`src/rtl/uart_rx_pkg.sv`:
```
// Shared constants and state encoding for the UART receiver.
package uart_rx_pkg;

  localparam int unsigned DATA_BITS  = 8;
  localparam int unsigned START_BITS = 1;
  localparam int unsigned STOP_BITS  = 1;
  localparam int unsigned BIT_CNT_W  = 4;
  localparam int unsigned STATE_W    = 3;

  typedef enum logic [STATE_W-1:0] {
    ST_IDLE   = 3'd0,
    ST_START  = 3'd1,
    ST_DATA   = 3'd2,
    ST_PARITY = 3'd3,
    ST_STOP   = 3'd4,
    ST_VALID  = 3'd5
  } rx_state_t;

endpackage : uart_rx_pkg

```
`src/rtl/uart_rx_fsm.sv`:
```
// Frame sequencer for the UART receiver: start detect, per-bit strobes, frame accept.
module uart_rx_fsm #(
  parameter int unsigned Prescale_Width = 6,
  parameter int unsigned DATA_BITS      = uart_rx_pkg::DATA_BITS
) (
  input  logic                      CLK,
  input  logic                      RST,
  input  logic                      RX_IN,
  input  logic                      PAR_EN,
  input  logic [Prescale_Width-1:0] Prescale,
  input  logic [3:0]                bit_cnt,
  input  logic [Prescale_Width-1:0] edge_cnt,
  input  logic                      strt_glitch,
  input  logic                      par_err,
  input  logic                      stp_err,
  output logic                      enable,
  output logic                      dat_samp_en,
  output logic                      deser_en,
  output logic                      strt_chk_en,
  output logic                      par_chk_en,
  output logic                      stp_chk_en,
  output logic                      data_valid,
  output logic                      busy
);

  import uart_rx_pkg::*;

  // bit_cnt index of the start bit, last data bit and the parity slot
  localparam logic [BIT_CNT_W-1:0] START_IDX = BIT_CNT_W'(0);
  localparam logic [BIT_CNT_W-1:0] DATA_LAST = BIT_CNT_W'(START_BITS + DATA_BITS - 1);
  localparam logic [BIT_CNT_W-1:0] PAR_IDX   = BIT_CNT_W'(START_BITS + DATA_BITS);

  rx_state_t r_state;
  rx_state_t w_next;
  logic      r_par_en_q;
  logic      r_par_err_q;

  logic                 w_bit_end;
  logic                 w_enter_start;
  logic [BIT_CNT_W-1:0] w_stop_idx;

  assign w_bit_end     = (edge_cnt == (Prescale - Prescale_Width'(1)));
  assign w_stop_idx    = r_par_en_q ? (PAR_IDX + BIT_CNT_W'(1)) : PAR_IDX;
  assign w_enter_start = (w_next == ST_START) && (r_state != ST_START);

  // State register
  always_ff @(posedge CLK or negedge RST) begin
    if (!RST) begin
      r_state <= ST_IDLE;
    end else begin
      r_state <= w_next;
    end
  end

  // Frame-scoped flags: parity enable latched at frame start, sticky parity error
  always_ff @(posedge CLK or negedge RST) begin
    if (!RST) begin
      r_par_en_q  <= 1'b0;
      r_par_err_q <= 1'b0;
    end else if (w_enter_start) begin
      r_par_en_q  <= PAR_EN;
      r_par_err_q <= 1'b0;
    end else if ((r_state == ST_PARITY) && w_bit_end) begin
      r_par_err_q <= r_par_err_q | par_err;
    end
  end

  // Next-state: advance only at bit_end; a bit_cnt that disagrees with the state aborts
  always_comb begin
    w_next = r_state;
    case (r_state)
      ST_IDLE: begin
        if (!RX_IN) w_next = ST_START;
      end
      ST_START: begin
        if (w_bit_end) begin
          if ((bit_cnt != START_IDX) || strt_glitch) w_next = ST_IDLE;
          else                                       w_next = ST_DATA;
        end
      end
      ST_DATA: begin
        if (w_bit_end) begin
          if (bit_cnt == DATA_LAST)                          w_next = r_par_en_q ? ST_PARITY : ST_STOP;
          else if ((bit_cnt == START_IDX) || (bit_cnt > DATA_LAST)) w_next = ST_IDLE;
          else                                               w_next = ST_DATA;
        end
      end
      ST_PARITY: begin
        if (w_bit_end) begin
          if ((bit_cnt == PAR_IDX) && r_par_en_q) w_next = ST_STOP;
          else                                    w_next = ST_IDLE;
        end
      end
      ST_STOP: begin
        if (w_bit_end) begin
          if ((bit_cnt == w_stop_idx) && !stp_err && !r_par_err_q) w_next = ST_VALID;
          else                                                      w_next = ST_IDLE;
        end
      end
      ST_VALID: begin
        w_next = RX_IN ? ST_IDLE : ST_START;
      end
      default: begin
        w_next = ST_IDLE;
      end
    endcase
  end

  // Output decode from state and bit_end; strobes land on the last cycle of their bit
  always_comb begin
    enable      = 1'b0;
    dat_samp_en = 1'b0;
    busy        = 1'b0;
    deser_en    = 1'b0;
    strt_chk_en = 1'b0;
    par_chk_en  = 1'b0;
    stp_chk_en  = 1'b0;
    data_valid  = 1'b0;
    case (r_state)
      ST_START: begin
        enable      = 1'b1;
        dat_samp_en = 1'b1;
        busy        = 1'b1;
        strt_chk_en = w_bit_end;
      end
      ST_DATA: begin
        enable      = 1'b1;
        dat_samp_en = 1'b1;
        busy        = 1'b1;
        deser_en    = w_bit_end;
      end
      ST_PARITY: begin
        enable      = 1'b1;
        dat_samp_en = 1'b1;
        busy        = 1'b1;
        par_chk_en  = w_bit_end;
      end
      ST_STOP: begin
        enable      = 1'b1;
        dat_samp_en = 1'b1;
        busy        = 1'b1;
        stp_chk_en  = w_bit_end;
      end
      ST_VALID: begin
        data_valid  = 1'b1;
      end
      default: begin
      end
    endcase
  end

endmodule : uart_rx_fsm

```
`config.mk`:
```
export PLATFORM = sky130hd
export DESIGN_NAME = uart_rx_fsm
export DESIGN_NICKNAME = d
export VERILOG_FILES = /design/src/rtl/uart_rx_pkg.sv /design/src/rtl/uart_rx_fsm.sv
export SDC_FILE = /design/constraint.sdc
export NUM_CORES = 1
export LEC_CHECK = 0
export BUFFER_PORTS_ARGS = -buffer_cell sky130_fd_sc_hd__clkbuf_2
export CAP_MARGIN = 20
export CORE_MARGIN = 2
export CORE_UTILIZATION = 37
export CTS_CLUSTER_DIAMETER = 100
export DETAILED_ROUTE_END_ITERATION = 12
export PLACE_DENSITY = 0.67
export SLEW_MARGIN = 30
export SYNTH_ARGS = -nofsm -noshare
export SYNTH_HDL_FRONTEND = slang
export SYNTH_SLANG_ARGS = --single-unit
```
`constraint.sdc`:
```
create_clock -name CLK -period 3.75 [get_ports CLK]
set_input_delay 0.9375 -clock CLK [delete_from_list [all_inputs] [get_ports CLK]]
set_output_delay 0.9375 -clock CLK [all_outputs]
set_load 0.01 [all_outputs]
```
==> impl_metrics.yaml <==
run_status:
  status: "finished clean"
min_path:
  hp-class: "in -> async"
cells_and_area:
  nFillCells: 169
  final_common_cell: "clkbuf_2"
  area_growth_pct: 27.0
  drive_gt1_share_pct: 36.7
  diodes: 0
  layout_common_cells: "30 x clkbuf_2, 6 x nor2_1"
  nets: 134
sta:
  fin_crit_sh_pct: 88.4
  rsz0062_at_grt: "false"
  tightestPinTransition_ns: 0.384
  max_freq_mhz: 302
  final.setup.tns_ns: 0
  finalHoldViolations: 0
  setup_viol: 0
  fin_skew_ns: 0.00330
  min_period_ns: 3.31
  max_slew_margin_pct: 74.4
  drv_slew: 0
placed_design:
  globalplace.congestion: 0.713
  port_buffers: 30
  hpwl_um: 1240
clocking:
  cts-hold-fix-buffers: 0
  clock_latency_ns: 0.24
  clk_path_buf_depth: 2
  cts_tree: "built"
  clkTransAtPathRegs_ns: 0.04
  h-tree-depth: 1
  ctsResizeCount: 0
  post_cts.repair.setup_buffers: 0
  numCtsBuffers: 3
  cts_root_buf: "clkbuf_4"
  clock_sinks: 5
power_and_ir_drop:
  p_total_uw: 306
  p_per_area_mw_per_mm2: 362
  peakVddDrop_v: 0.000227
  p_leak_uw: 0.000376
synth:
  synthDistinctLibCells: 39
  syn_inst: 80
  synth_area_um2: 667
  ys_ff_latch: 5
  synth-warning-count: 0
  syn-num-nets: 104
  avgSynthCellArea_um2: 8.34
  ys_seq_area_share_pct: 18.8
floorplanning:
  rows: 15
  die_y_um: 46.5
  core_mm2: 0.00171
  initial_core_util_pct: 39.0
  dieArea_mm2: 0.00216
  io-pin-count: 31
  die_w_um: 46.5
global_route:
  grt_pass1_wl_um: 2240
  overflow: 0
  antenna_found_initial: 0
  grt_pass1_vias: 542
  use_met2_pct: 21.9
  met1_usage_pct: 21.4
  gr-usage-all-layers_pct: 14.5
  grt_max_degree: 14
  grt.busiest_layer: "met2"
  met3_usage_pct: 1.18
drt:
  drt_pass1_iterations: 4
  drc: 0
  viasPerCell: 5.01
  postRouteAntennaNets: 0
  drt-initial-drc-count: 10
  vias: 672
  wl_per_cell_um: 10.7
  routed_wl_um: 1430
worst_setup_path:
  cp_max_fo: 5
  end_kind: "output pin"
  arrival_ns: 2.38
  crit_type: "in -> out"
  start_kind: "input port"
  crit_required_ns: 2.81
job:
  cap_violations: 0
-- synthesized netlist by cell type --
cell type / instances / area [um^2]
clkbuf_1: 2 / 7.51
a31oi_1: 1 / 6.26
nor4b_1: 2 / 17.5
o2111ai_1: 1 / 8.76
nor3_1: 5 / 25.0
nor3b_1: 3 / 22.5
dfrtp_1: 5 / 125
xor2_2: 1 / 16.3
inv_1: 5 / 18.8
o31ai_4: 1 / 21.3
buf_2: 1 / 5.00
nand2b_1: 3 / 18.8
o31a_1: 1 / 8.76
or4_1: 1 / 7.51
o211a_4: 2 / 35.0
or4b_1: 1 / 10.0
nor4_1: 2 / 12.5
o21ai_0: 1 / 5.00
mux2_2: 1 / 11.3
and3_1: 1 / 6.26
ha_1: 1 / 12.5
nand2b_4: 1 / 13.8
and3b_1: 1 / 8.76
o21bai_1: 1 / 7.51
nand4bb_1: 1 / 11.3
or3_1: 1 / 6.26
xor2_1: 2 / 17.5
nand4_1: 1 / 6.26
nand3_1: 3 / 15.0
a32o_1: 2 / 20.0
nand2_1: 5 / 18.8
nor2_1: 6 / 22.5
a311oi_1: 1 / 8.76
buf_4: 2 / 15.0
a211oi_1: 2 / 15.0
nor4_2: 1 / 12.5
o211ai_1: 1 / 7.51
a21oi_1: 3 / 15.0
xnor2_1: 5 / 43.8
-- worst paths after layout --
| kind | slack [ns] | depth (start not counted) | start | end |
|---|---|---|---|---|
| worst max-delay path | 0.44 | 9 | Prescale[0] | strt_chk_en |
| worst min-delay path | 0.51 | 1 | RST | r_par_en_q$_DFFE_PN0P_ |
| worst max register to register | 2.10 | 3 | r_state[2]$_DFF_PN0_ | r_state[1]$_DFF_PN0_ |
| worst min register to register | 0.51 | 1 | r_par_err_q$_DFFE_PN0P_ | r_par_err_q$_DFFE_PN0P_ |
| max in group asynchronous | 3.11 | 1 | RST | r_state[1]$_DFF_PN0_ |
| min in group CLK | 0.51 | 1 | r_par_err_q$_DFFE_PN0P_ | r_par_err_q$_DFFE_PN0P_ |
-- layout make-up --
type / instances / area (um^2) / share of cell area (%)
Inverter: 5 / 18.8 / 2.22
Sequential cell: 5 / 125 / 14.8
Multi-Input combinational cell: 65 / 495 / 58.5
Clock buffer: 4 / 26.3 / 3.10
Timing Repair Buffer: 30 / 150 / 17.7
Tap cell: 25 / 31.3 / 3.69
-- critical path: stages --
cell and delay [ns]:
clkbuf_2 0.13, inv_1 0.05, ha_1 0.29, xnor2_1 0.12, nor2_1 0.17, o211a_4 0.21, nand2_1 0.09, nor4_1 0.19
clkbuf_2 0.18
-- through the flow --
| stage | utilization (%) | hold slack (ns) | area, um^2 | cells | setup slack, ns |
|---|---|---|---|---|---|
| 2_1_floorplan | - | 0.467 | 667 | 80 | 0.657 |
| 3_3_place_gp | 48.1 | 0.504 | 821 | 130 | 0.493 |
| 3_5_place_dp | 48.1 | 0.505 | 821 | 130 | 0.454 |
| 4_1_cts | 49.6 | 0.500 | 847 | 134 | 0.446 |
| 5_1_grt | 49.6 | 0.491 | 847 | 134 | 0.305 |
| 6_report | 49.6 | 0.507 | 847 | 134 | 0.436 |
-- layer usage --
metal / wire length, um / up-vias
li1: - / 360
met1: 708 / 300
met2: 680 / 12
met3: 45 / 0
met4: 0 / 0
met5: 0 / -
-- state kept, by name (all words and copies together), names as in the netlist --
signal	flops
r_par_en_q	1
r_par_err_q	1
r_state	3
-- logic make-up after synthesis --
family	after synthesis	share of synthesized area, %
buf+inv	10	6.94
flops	5	18.8
simple gates	38	35.3
xor+xnor	8	11.6
fa+ha+maj	1	1.88
mux	1	1.69
compound gates	17	23.8
-- power breakdown --
part / switching (uW) / internal [uW]
Clock: 20.0 / 40.1
Combinational: 73.0 / 65.8
Sequential: 35.4 / 71.9
Note: power is estimated with default switching activity, not from simulation.
